$ cat config.mk
export PLATFORM = sky130hd
export DESIGN_NAME = multicycle_ctrl
export DESIGN_NICKNAME = d
export VERILOG_FILES = /design/src/rtl/multicycle_ctrl_pkg.sv /design/src/rtl/multicycle_ctrl_mem_wait_timer.sv /design/src/rtl/multicycle_ctrl.sv
export SDC_FILE = /design/constraint.sdc
export NUM_CORES = 1
export LEC_CHECK = 0
export ABC_CLOCK_PERIOD_IN_PS = 1900
export BUFFER_PORTS_ARGS = -buffer_cell sky130_fd_sc_hd__buf_2
export CORE_MARGIN = 2
export CORE_UTILIZATION = 35
export CTS_CLUSTER_DIAMETER = 80
export DETAILED_ROUTE_END_ITERATION = 6
export PLACE_DENSITY = 0.63
export SLEW_MARGIN = 30
export SYNTH_ARGS = -nofsm -noshare
export SYNTH_HDL_FRONTEND = slang
export SYNTH_HIERARCHICAL = 1
export SYNTH_SLANG_ARGS = --single-unit
$ cat constraint.sdc
create_clock -name clk -period 1.9 [get_ports clk]
set_clock_uncertainty 0.2 [all_clocks]
set_input_delay 0.285 -clock clk [delete_from_list [all_inputs] [get_ports clk]]
set_output_delay 0.285 -clock clk [all_outputs]
set_load 0.02 [all_outputs]
$ cat src/rtl/multicycle_ctrl_pkg.sv
// ---------------------------------------------------------------------------
// multicycle_ctrl_pkg
// Shared definitions for the multicycle control unit: state encodings,
// supported opcodes, and the ALUOp / ALUSrcB select codes that drive the
// datapath.
// No ports (package).
// ---------------------------------------------------------------------------
package multicycle_ctrl_pkg;

    // The numeric values are visible on the state output, so they are pinned.
    typedef enum logic [3:0] {
        ST_FETCH  = 4'd0,
        ST_DECODE = 4'd1,
        ST_MEMADR = 4'd2,
        ST_MEMRD  = 4'd3,
        ST_MEMWB  = 4'd4,
        ST_MEMWR  = 4'd5,
        ST_EXEC   = 4'd6,
        ST_RWB    = 4'd7,
        ST_BRANCH = 4'd8,
        ST_IEXEC  = 4'd9
    } state_t;

    localparam logic [6:0] OP_RTYPE  = 7'b0110011;
    localparam logic [6:0] OP_ITYPE  = 7'b0010011;
    localparam logic [6:0] OP_LOAD   = 7'b0000011;
    localparam logic [6:0] OP_STORE  = 7'b0100011;
    localparam logic [6:0] OP_BRANCH = 7'b1100011;

    localparam logic [1:0] ALUOP_ADD    = 2'b00;
    localparam logic [1:0] ALUOP_BRANCH = 2'b01;
    localparam logic [1:0] ALUOP_FUNCT  = 2'b10;
    localparam logic [1:0] ALUOP_IMM    = 2'b11;

    localparam logic [1:0] SRCB_REG  = 2'b00;
    localparam logic [1:0] SRCB_FOUR = 2'b01;
    localparam logic [1:0] SRCB_IMM  = 2'b10;

endpackage

$ cat src/rtl/multicycle_ctrl_mem_wait_timer.sv
// ---------------------------------------------------------------------------
// mem_wait_timer
// Counts consecutive cycles the controller spends waiting on memory and
// flags the cycle in which the MAX_WAIT-th wait happens. Only built when
// MULTICYCLE_CTRL_TIMEOUT_EN is defined.
// Ports:
//   clk      - clock
//   reset    - synchronous active-high reset, clears the count
//   clear    - clears the count on the next edge
//   count_en - this cycle is a wait cycle
//   expired  - this wait cycle is the MAX_WAIT-th consecutive one
// ---------------------------------------------------------------------------
`ifdef MULTICYCLE_CTRL_TIMEOUT_EN
module mem_wait_timer #(
    parameter int unsigned MAX_WAIT = 8
) (
    input  logic clk,
    input  logic reset,
    input  logic clear,
    input  logic count_en,
    output logic expired
);

    // r_count holds the number of wait cycles already completed, so the
    // current wait cycle is number r_count+1.
    localparam logic [7:0] CNT_LAST = 8'(MAX_WAIT - 1);

    logic [7:0] r_count;

    assign expired = count_en && (r_count == CNT_LAST);

    // Wait-cycle counter; cleared whenever the controller leaves the wait.
    always_ff @(posedge clk) begin
        if (reset || clear) begin
            r_count <= 8'd0;
        end else if (count_en) begin
            r_count <= r_count + 8'd1;
        end
    end

endmodule
`endif

$ cat src/rtl/multicycle_ctrl.sv
// ---------------------------------------------------------------------------
// multicycle_ctrl
// Control unit for a multicycle RISC-V style datapath. A registered state
// machine steps each instruction through fetch, decode and its execution
// states; datapath controls are decoded from the current state.
// Optional feature: define MULTICYCLE_CTRL_TIMEOUT_EN to abort a memory
// access that waits MAX_WAIT cycles (mem_err pulse, return to FETCH).
// Ports:
//   clk, reset       - clock, synchronous active-high reset
//   opcode           - instruction opcode from IR
//   mem_ready        - memory completes the current access this cycle
//   RegWrite..PCSource, ALUOp, ALUSrcB - datapath controls
//   state            - current state encoding
//   illegal_op       - pulse: unsupported opcode seen in DECODE
//   mem_err          - pulse: memory access timed out
// ---------------------------------------------------------------------------
module multicycle_ctrl
    import multicycle_ctrl_pkg::*;
#(
    parameter int unsigned MAX_WAIT = 8,
    parameter int unsigned OPCODE_W = 7
) (
    input  logic                clk,
    input  logic                reset,
    input  logic [OPCODE_W-1:0] opcode,
    input  logic                mem_ready,
    output logic                RegWrite,
    output logic                ALUSrcA,
    output logic                MemRead,
    output logic                MemWrite,
    output logic                MemtoReg,
    output logic                IorD,
    output logic                IRWrite,
    output logic                PCWrite,
    output logic                PCWriteCond,
    output logic                PCSource,
    output logic [1:0]          ALUOp,
    output logic [1:0]          ALUSrcB,
    output logic [3:0]          state,
    output logic                illegal_op,
    output logic                mem_err
);

    if (MAX_WAIT < 1 || MAX_WAIT > 255) begin : g_badMaxWait
        $error("multicycle_ctrl: MAX_WAIT must be within 1..255");
    end

    state_t r_state;

    logic w_isRtype;
    logic w_isItype;
    logic w_isLoad;
    logic w_isStore;
    logic w_isBranch;
    logic w_opLegal;
    logic w_expired;

    assign w_isRtype  = (opcode == OPCODE_W'(OP_RTYPE));
    assign w_isItype  = (opcode == OPCODE_W'(OP_ITYPE));
    assign w_isLoad   = (opcode == OPCODE_W'(OP_LOAD));
    assign w_isStore  = (opcode == OPCODE_W'(OP_STORE));
    assign w_isBranch = (opcode == OPCODE_W'(OP_BRANCH));
    assign w_opLegal  = w_isRtype | w_isItype | w_isLoad | w_isStore | w_isBranch;

`ifdef MULTICYCLE_CTRL_TIMEOUT_EN
    logic w_waiting;
    logic w_timerClear;

    // Every non-waiting cycle ends in a state change, so "not waiting"
    // is exactly the clear condition; an expiry also restarts the count
    // because a FETCH timeout lands back in FETCH.
    assign w_waiting    = ((r_state == ST_FETCH) || (r_state == ST_MEMRD) ||
                           (r_state == ST_MEMWR)) && !mem_ready;
    assign w_timerClear = !w_waiting || w_expired;

    mem_wait_timer #(
        .MAX_WAIT (MAX_WAIT)
    ) u_memWaitTimer (
        .clk      (clk),
        .reset    (reset),
        .clear    (w_timerClear),
        .count_en (w_waiting),
        .expired  (w_expired)
    );
`else
    assign w_expired = 1'b0;
`endif

    // State register and transitions; unknown encodings fall back to FETCH.
    always_ff @(posedge clk) begin
        if (reset) begin
            r_state <= ST_FETCH;
        end else if (w_expired) begin
            r_state <= ST_FETCH;
        end else begin
            case (r_state)
                ST_FETCH:  if (mem_ready) r_state <= ST_DECODE;
                ST_DECODE: begin
                    if (w_isRtype)                  r_state <= ST_EXEC;
                    else if (w_isItype)             r_state <= ST_IEXEC;
                    else if (w_isLoad || w_isStore) r_state <= ST_MEMADR;
                    else if (w_isBranch)            r_state <= ST_BRANCH;
                    else                            r_state <= ST_FETCH;
                end
                ST_MEMADR: r_state <= w_isLoad ? ST_MEMRD : ST_MEMWR;
                ST_MEMRD:  if (mem_ready) r_state <= ST_MEMWB;
                ST_MEMWB:  r_state <= ST_FETCH;
                ST_MEMWR:  if (mem_ready) r_state <= ST_FETCH;
                ST_EXEC:   r_state <= ST_RWB;
                ST_IEXEC:  r_state <= ST_RWB;
                ST_RWB:    r_state <= ST_FETCH;
                ST_BRANCH: r_state <= ST_FETCH;
                default:   r_state <= ST_FETCH;
            endcase
        end
    end

    // Control decode from the current state. Reset forces everything low
    // even though the register may still hold a mid-access state.
    always_comb begin
        RegWrite    = 1'b0;
        ALUSrcA     = 1'b0;
        MemRead     = 1'b0;
        MemWrite    = 1'b0;
        MemtoReg    = 1'b0;
        IorD        = 1'b0;
        IRWrite     = 1'b0;
        PCWrite     = 1'b0;
        PCWriteCond = 1'b0;
        PCSource    = 1'b0;
        ALUOp       = ALUOP_ADD;
        ALUSrcB     = SRCB_REG;
        illegal_op  = 1'b0;
        mem_err     = 1'b0;
        if (!reset) begin
            mem_err = w_expired;
            case (r_state)
                ST_FETCH: begin
                    MemRead = 1'b1;
                    ALUSrcB = SRCB_FOUR;
                    ALUOp   = ALUOP_ADD;
                    IRWrite = mem_ready;
                    PCWrite = mem_ready;
                end
                ST_DECODE: begin
                    ALUSrcB    = SRCB_IMM;
                    ALUOp      = ALUOP_ADD;
                    illegal_op = !w_opLegal;
                end
                ST_MEMADR: begin
                    ALUSrcA = 1'b1;
                    ALUSrcB = SRCB_IMM;
                    ALUOp   = ALUOP_ADD;
                end
                ST_MEMRD: begin
                    MemRead = 1'b1;
                    IorD    = 1'b1;
                end
                ST_MEMWB: begin
                    RegWrite = 1'b1;
                    MemtoReg = 1'b1;
                end
                ST_MEMWR: begin
                    MemWrite = 1'b1;
                    IorD     = 1'b1;
                end
                ST_EXEC: begin
                    ALUSrcA = 1'b1;
                    ALUSrcB = SRCB_REG;
                    ALUOp   = ALUOP_FUNCT;
                end
                ST_IEXEC: begin
                    ALUSrcA = 1'b1;
                    ALUSrcB = SRCB_IMM;
                    ALUOp   = ALUOP_IMM;
                end
                ST_RWB: begin
                    RegWrite = 1'b1;
                end
                ST_BRANCH: begin
                    ALUSrcA     = 1'b1;
                    ALUSrcB     = SRCB_REG;
                    ALUOp       = ALUOP_BRANCH;
                    PCWriteCond = 1'b1;
                    PCSource    = 1'b1;
                end
                default: begin
                end
            endcase
        end
    end

    assign state = reset ? 4'd0 : r_state;

endmodule
Yosys cells after proc, flatten, opt, wreduce, memory -nomap -nowiden
Index checks and enable logic that the tools add are counted.

Input bits: 10. Output and inout bits: 20. Logic and storage cells: 64. Register bits after elaboration: 4.

Reductions and logical operators: 10. Muxes and demuxes: 32. Bitwise gates (word level): 4. Eq/ne operators: 17.

Operators with widths (count): $mux W4 (8); $pmux W4 S6 (1); $mux W1 (18); $eq A4 B3 Y1 const B (4); $eq A7 B6 Y1 const B (2); $eq A4 B2 Y1 const B (2); $eq A4 B4 Y1 const B (2); $reduce_or A2 Y1 (4); $eq A7 B2 Y1 const B (1); $eq A7 B5 Y1 const B (1); $eq A7 B7 Y1 const B (1); $ne A2 B2 Y1 const B (3); $pmux W2 S3 (1); $eq A4 B1 Y1 const B (1); $logic_not A4 Y1 (1); $mux W2 (2); $or A1 B1 Y1 (4); $pmux W2 S2 (1); $reduce_or A4 Y1 (1); $mux W3 (1); $reduce_and A3 Y1 (1); $reduce_or A3 Y1 (1); $logic_not A1 Y1 (1); $logic_or A1 B1 Y1 (1).

Longest topological paths before layout
Gate-level depths: netlist of the first run.

Depth after elaboration: 8. Gate-level depth with buffers: 5. Gate-level depth less buffers: 4.

Least setup slack after synthesis of the first run
OpenSTA, ideal clock, no wires.

Kind: register -> output. Start point: reg r_state[1]. End point: out MemRead. Path slack: 0.118 ns. Arrival time: 1.297 ns. Cell stages (with the launch flop): 4. Required time: 1.415 ns. Path buffers: 1. Cells stage by stage: dfxtp_1 > buf_2 > xor2_1 > nor4_1.

Longest elaborated chain between the ends: 4. Elaborated cells between the ends (all ways): 5. Those cells by class: 1 x eq/ne; 2 x mux; 2 x reduce/logical.

Ends and longest elaborated chain: start: declaration (line multicycle_ctrl.sv:48) `state_t r_state;`; start signal: assignment (line multicycle_ctrl.sv:105) `ST_MEMADR: r_state <= w_isLoad ? ST_MEMRD : ST_MEMWR;`; $eq A4 B2 Y1 / $logic_not A4 Y1 (equally long branches) (line multicycle_ctrl.sv:137) `case (r_state)`; $reduce_or A2 Y1 (no source line) (*); $mux W1 (*) (line multicycle_ctrl.sv:137); $mux W1 (*) (line multicycle_ctrl.sv:135) `if (!reset) begin`; end: declaration (line multicycle_ctrl.sv:29) `output logic MemRead,`.

Mark *: on every way between the ends. The rest lies on a longest branch, timed or not.

Worst setup path after layout of the first run
Start point: reg r_state[1]. End point: out illegal_op.

Longest elaborated chain between the ends: 3.

Ends and longest elaborated chain: $eq A4 B1 Y1 (line multicycle_ctrl.sv:137); $mux W1 (line multicycle_ctrl.sv:137); $mux W1 (line multicycle_ctrl.sv:135); end: declaration (line multicycle_ctrl.sv:40) `output logic illegal_op,`.

Every way passes these cells.

==> out/qor.txt, run 1 <==
#FFs+latches synth - 4
Clock Sinks - 4
Post-synthesis compound-gate area fraction - 24.0%
Worst EP arrival - 1.30 ns
Crit-path max FO - 13
Internal power - 0.000210 W
Setup ws final - 0.112 ns
Ports - 30
Setup TNS - 0 ns
Outcome - finished clean
Final Hold Fails - 0
Max cap viols - 0
F_max - 0.559 GHz
Slew Limit Fails - 0
Sw power - 0.000110 W
Post-Route WL - 1.42 mm
CP endpoint kind - primary output
Post-synthesis mux area share - 0%
Setup bufs post-CTS - 0
Yosys top cell by area - dfxtp_1
Reg power frac - 29.6%
First-pass GRT wire length - 2.33 mm
Largest regs - r_state (4)
Leak - 0.376 nW
Ant diodes - 0
FP Rows - 14
Tot GR Track Use - 15.7%
Power, Total - 0.000320 W
Simple-Gate Fraction of Synth Area - 42.8%
Layout cells sized above 1 - 42.1%
Post-synthesis instance area - 558 sq um
Worst-case clock buffer depth - 2
Die Area - 0.00193 sq mm
Routed WL per cell - 11.5 um
Clock power frac - 31.7%
Largest register FFs - 4
Share of the synthesized area in the top cell type - 14.3%
Final core occ - 48.3%
Skew-Pair Late Insertion Delay - 0.23 ns
Drt drc - 0
Startpoint Class - register
Routability cong. - 0.832
Synth top cells by count - a21oi_1, nor2_1, nor3_1
RSZ-0062 raised after global routing - false
Placed wire-length estimate - 1.12 mm
Mapped Nets - 89
Seq/Total Area, Yosys - 14.3%
Post-Syn Instances - 79
Die width - 43.9 um
Largest family of logic cells by synthesized area - simple AND/OR/NAND/NOR gates
GRT overflow - 0
Combinational share of power - 38.7%
Starting Density - 37.0%
DR iter-0 viols - 22
Num CTS Buffers - 3
Worst EP required - 1.41 ns
Number of antenna violations at the first check in global routing - 0
Chip Height - 43.9 um
PD cells - 441 mW/mm^2
Vias in the first global route - 600
Clock root cell - clkbuf_4
Fin crit share - 94.1%
Vias - 652
Htree depth - 1
Synth top area cells - dfxtp_1, a21oi_1, nor3_1
Pre-CTS WS - 0.194 ns
Placed inst area - 696 sq um
Post-Route M1 WL - 641 um
Most flop-heavy register - r_state
Wire length on met2 - 697 um
CTS tree - yes
Reg clk slew, reported paths - 0.03 ns
Wire length on met3 - 78 um
Adder-Cell Fraction of Synth Area - 0%
Largest net degree at the start of global routing - 14
Critical path class - reg2out
Layout net count - 119
Port Buffers - 28
Vias per inst - 5.30
Synth warnings - 6
Synth unique cells - 36
Routed Antenna Nets - 0
Max layer used - met3
Post-Synth XOR/XNOR Area - 4.71%
Router iterations before antenna repair - 4
Final setup vio count - 0
Share of flip-flops with an asynchronous set or reset - 0%
Filler cell count - 165
Crit path time final - 1.79 ns
Switching Fraction - 34.4%
Avg Cell Area, Syn - 7.06 sq um
Area growth from synthesis to layout - 30.3%
Core Region - 0.00151 sq mm
Hold Crit Class - in2reg
Post-synth EDFFs - 0
Peak supply drop - 270 uV
Top FF cell, synth - dfxtp_1
Final Instance Area - 727 sq um
-- final cells by class --
type | count | area (sq um) | area share, %
timing repair buffer | 33 | 178 | 24.4
tap | 16 | 20.0 | 2.75
inverter | 4 | 15.0 | 2.07
sequential | 4 | 83.8 | 11.5
clock buffer | 3 | 22.5 | 3.10
multi-input combinational | 63 | 408 | 56.1
-- power by group through the flow --
stage,Sequential (W),Clock (W),Combinational [W]
6_report,0.0000948,0.000101,0.000124
5_1_grt,0.0000954,0.000112,0.000136
4_1_cts,0.0000937,0.000110,0.000123
3_5_place_dp,0.0000950,0,0.000123
3_3_place_gp,0.0000956,0,0.000121
2_1_floorplan,0.0000936,0,0.0000896
-- routing by layer --
metal,vias to the layer above,GRT usage [%]
li1,339,-
met1,296,18.0
met5,-,0
met2,17,27.9
met3,0,1.67
met4,0,8.48
-- repair_timing --
item	CTS	global route
hold buffers	0	0
setup endpoints to repair	2	14
gates cloned	0	0
gates resized for setup	1	4
pin swaps	0	1
endpoints found under the hold margin	0	0
-- layout by cell type (no fill, tap or decap) --
cell type	Yosys	final
nand4b_1	1	1
o21ai_1	1	1
nor3_1	6	6
buf_2	3	28
o22ai_1	1	1
inv_1	4	4
or2b_1	1	1
xor2_1	2	2
nand2_1	5	5
a41o_1	1	1
a211oi_1	1	1
a32oi_1	1	1
clkbuf_4	0	3
a21o_1	2	2
nor2_1	6	4
nor3b_2	1	1
nor4_1	2	2
nor2b_1	4	4
nand4bb_1	1	1
conb_1	1	1
nand3b_1	1	1
nand2b_2	1	1
o2bb2ai_1	2	2
and3_1	2	2
nand2b_1	2	2
o32ai_2	1	1
and4bb_2	1	1
nor2_2	0	2
dfxtp_1	4	1
xnor2_1	1	1
buf_4	3	5
o21ai_0	2	2
dfxtp_2	0	3
and2_1	1	1
o21a_1	1	1
nor3b_1	2	2
a21oi_1	6	6
nand3_1	3	3
-- stage by stage --
stage | hold WS, ns | cells
global route | 0.249 | 123
floorplan | 0.279 | 79
global placement | 0.438 | 120
detailed placement | 0.434 | 120
finish | 0.226 | 123
CTS | 0.216 | 123
-- worst max-delay path, cell delays in order, from the launching register on --
cell and delay (ns):
dfxtp_2 0.39, nor2_2 0.21, nand2_1 0.10, nor3b_1 0.19, buf_2 0.19
-- final timing paths --
check,startpoint,to,slack (ns),cells after the start
hold reg to reg,r_state[0],r_state[0],0.40,2
setup / recovery,r_state[1],illegal_op,0.11,4
hold / removal,opcode[6],r_state[1],0.23,4
setup reg to reg,r_state[3],r_state[0],0.37,5
-- kinds of logic after synthesis --
logic type,count (synthesis)
compound gates,19
xor+xnor,3
buf+inv,12
flops,4
other cells,1
simple gates,40
Power figures use the tool's default switching activity.
==> inputs of run 2 (changes only) <==
CORE_UTILIZATION = 43   (was 35)
PLACE_DENSITY = 0.75   (was 0.63)
==> out/qor.txt, run 2 (synthesized netlist as in run 1, its figures left out) <==
Outcome - finished clean
Ant diodes - 0
Worst EP required - 1.41 ns
Slew Limit Fails - 0
Die Area - 0.00160 sq mm
DR iter-0 viols - 11
RSZ-0062 raised after global routing - false
Hold_sp - mem_ready
FF-to-FF Start - r_state[0]
First-pass GRT wire length - 2.29 mm
Hold Crit Class - in2reg
Routability cong. - 0.882
Routed Antenna Nets - 0
Htree depth - 1
Chip Height - 40.0 um
Most frequent cells in the layout - buf_2, nor3_1, a21oi_1, nand2_1
WHS Path Cells - 4
Setup TNS - 0 ns
Skew-Pair Late Insertion Delay - 0.23 ns
F_max - 0.556 GHz
Hold-fix buffers, CTS - 0
Vias per inst - 5.70
Router iterations before antenna repair - 4
R2r setup slk - 0.32 ns
Commonest non-fill, non-tap cell in the layout - buf_2
Most flop-heavy register - r_state
Worst EP arrival - 1.31 ns
Placed inst area - 678 sq um
Max cap viols - 0
Filler cell count - 122
Final instance count without filler cells - 119
Critical path class - reg2out
Vias in the first global route - 540
Num CTS Buffers - 3
Final Hold Fails - 0
Routed WL per cell - 12.7 um
GRT overflow - 0
Largest regs - r_state (4)
Number of antenna violations at the first check in global routing - 0
Critical R2R Capture - r_state[1]
CP endpoint kind - primary output
Final Instance Area - 718 sq um
Drt drc - 0
Tot GR Track Use - 21.3%
Post-placement cell count - 116
R2R cell count - 5
Crit path time final - 1.80 ns
Layout cells sized above 1 - 41.9%
Placed wire-length estimate - 1.11 mm
Die width - 40.0 um
Largest net degree at the start of global routing - 16
Core Region - 0.00116 sq mm
Area growth from synthesis to layout - 28.7%
Starting Density - 48.3%
Startpoint Class - register
Fin crit share - 94.6%
CTS tree - yes
Hold_ws - 0.224 ns
Post-Route WL - 1.51 mm
Clock Sinks - 4
FP Rows - 12
Peak supply drop - 305 uV
Hold Path Sink - r_state[0]
Reg clk slew, reported paths - 0.03 ns
Vias - 678
Final setup vio count - 0
Ports - 30
Port Buffers - 28
PD cells - 440 mW/mm^2
Layout net count - 117
Crit-path max FO - 15
Worst-case clock buffer depth - 2
Clock root cell - clkbuf_4
Leak - 0.369 nW
Largest register FFs - 4
[run 2: cell count changes in the layout (fill, tap and decap cells not counted), sizes merged]
cell / previous run / this run
buf: 33 / 31
[run 2: through the flow]
step	utilization [%]	total power, W	worst slack (ns)
after CTS	61.1	0.000321	0.0215
after detailed placement	58.7	0.000213	0.168
final	62.1	0.000316	0.102
after floorplan	-	0.000183	0.118
after global placement	58.7	0.000210	0.211
after global routing	62.1	0.000343	0.00895
[run 2: power breakdown]
part           switching, W   total, W  internal, W
clock network     0.0000299   0.000100    0.0000703
registers        0.00000992  0.0000985    0.0000886
logic             0.0000698   0.000117    0.0000474
total              0.000110   0.000316     0.000206
[run 2: critical path: stages, from the launching register on]
cell	delay (ns)
dfxtp_2	0.51
nand2_1	0.15
a211oi_1	0.22
buf_2	0.20
[run 2: repair_timing]
| action | 4_1_cts | 5_1_grt |
|---|---|---|
| endpoints found under the setup margin | 8 | 4 |
| setup buffers | 0 | 0 |
| resized for setup | 4 | 4 |
[run 2: how the worst max path moves through the flow]
| stage | from | end | slack, ns |
|---|---|---|---|
| after floorplan | r_state[1] | MemRead | 0.12 |
| after global placement | r_state[1] | illegal_op | 0.21 |
| after detailed placement | r_state[1] | illegal_op | 0.17 |
| after CTS | r_state[3] | ALUSrcB[1] | 0.02 |
| after global routing | r_state[1] | ALUSrcB[1] | 0.009 |
| final | r_state[1] | ALUSrcB[1] | 0.10 |
[run 2: final cells by class]
type / instances / area (sq um) / area share [%]
clock buffer: 3 / 22.5 / 3.14
inverter: 4 / 15.0 / 2.09
multi-input combinational: 63 / 413 / 57.5
sequential: 4 / 87.6 / 12.2
tap: 14 / 17.5 / 2.44
timing repair buffer: 31 / 163 / 22.6
[run 2: routing by layer]
metal | GRT usage [%] | share of wire [%] | up-vias
met5 | 0 | 0 | -
met4 | 10.3 | 0 | 0
met3 | 1.67 | 4.8 | 0
met2 | 35.9 | 51 | 19
met1 | 26.8 | 44 | 322
li1 | - | - | 337
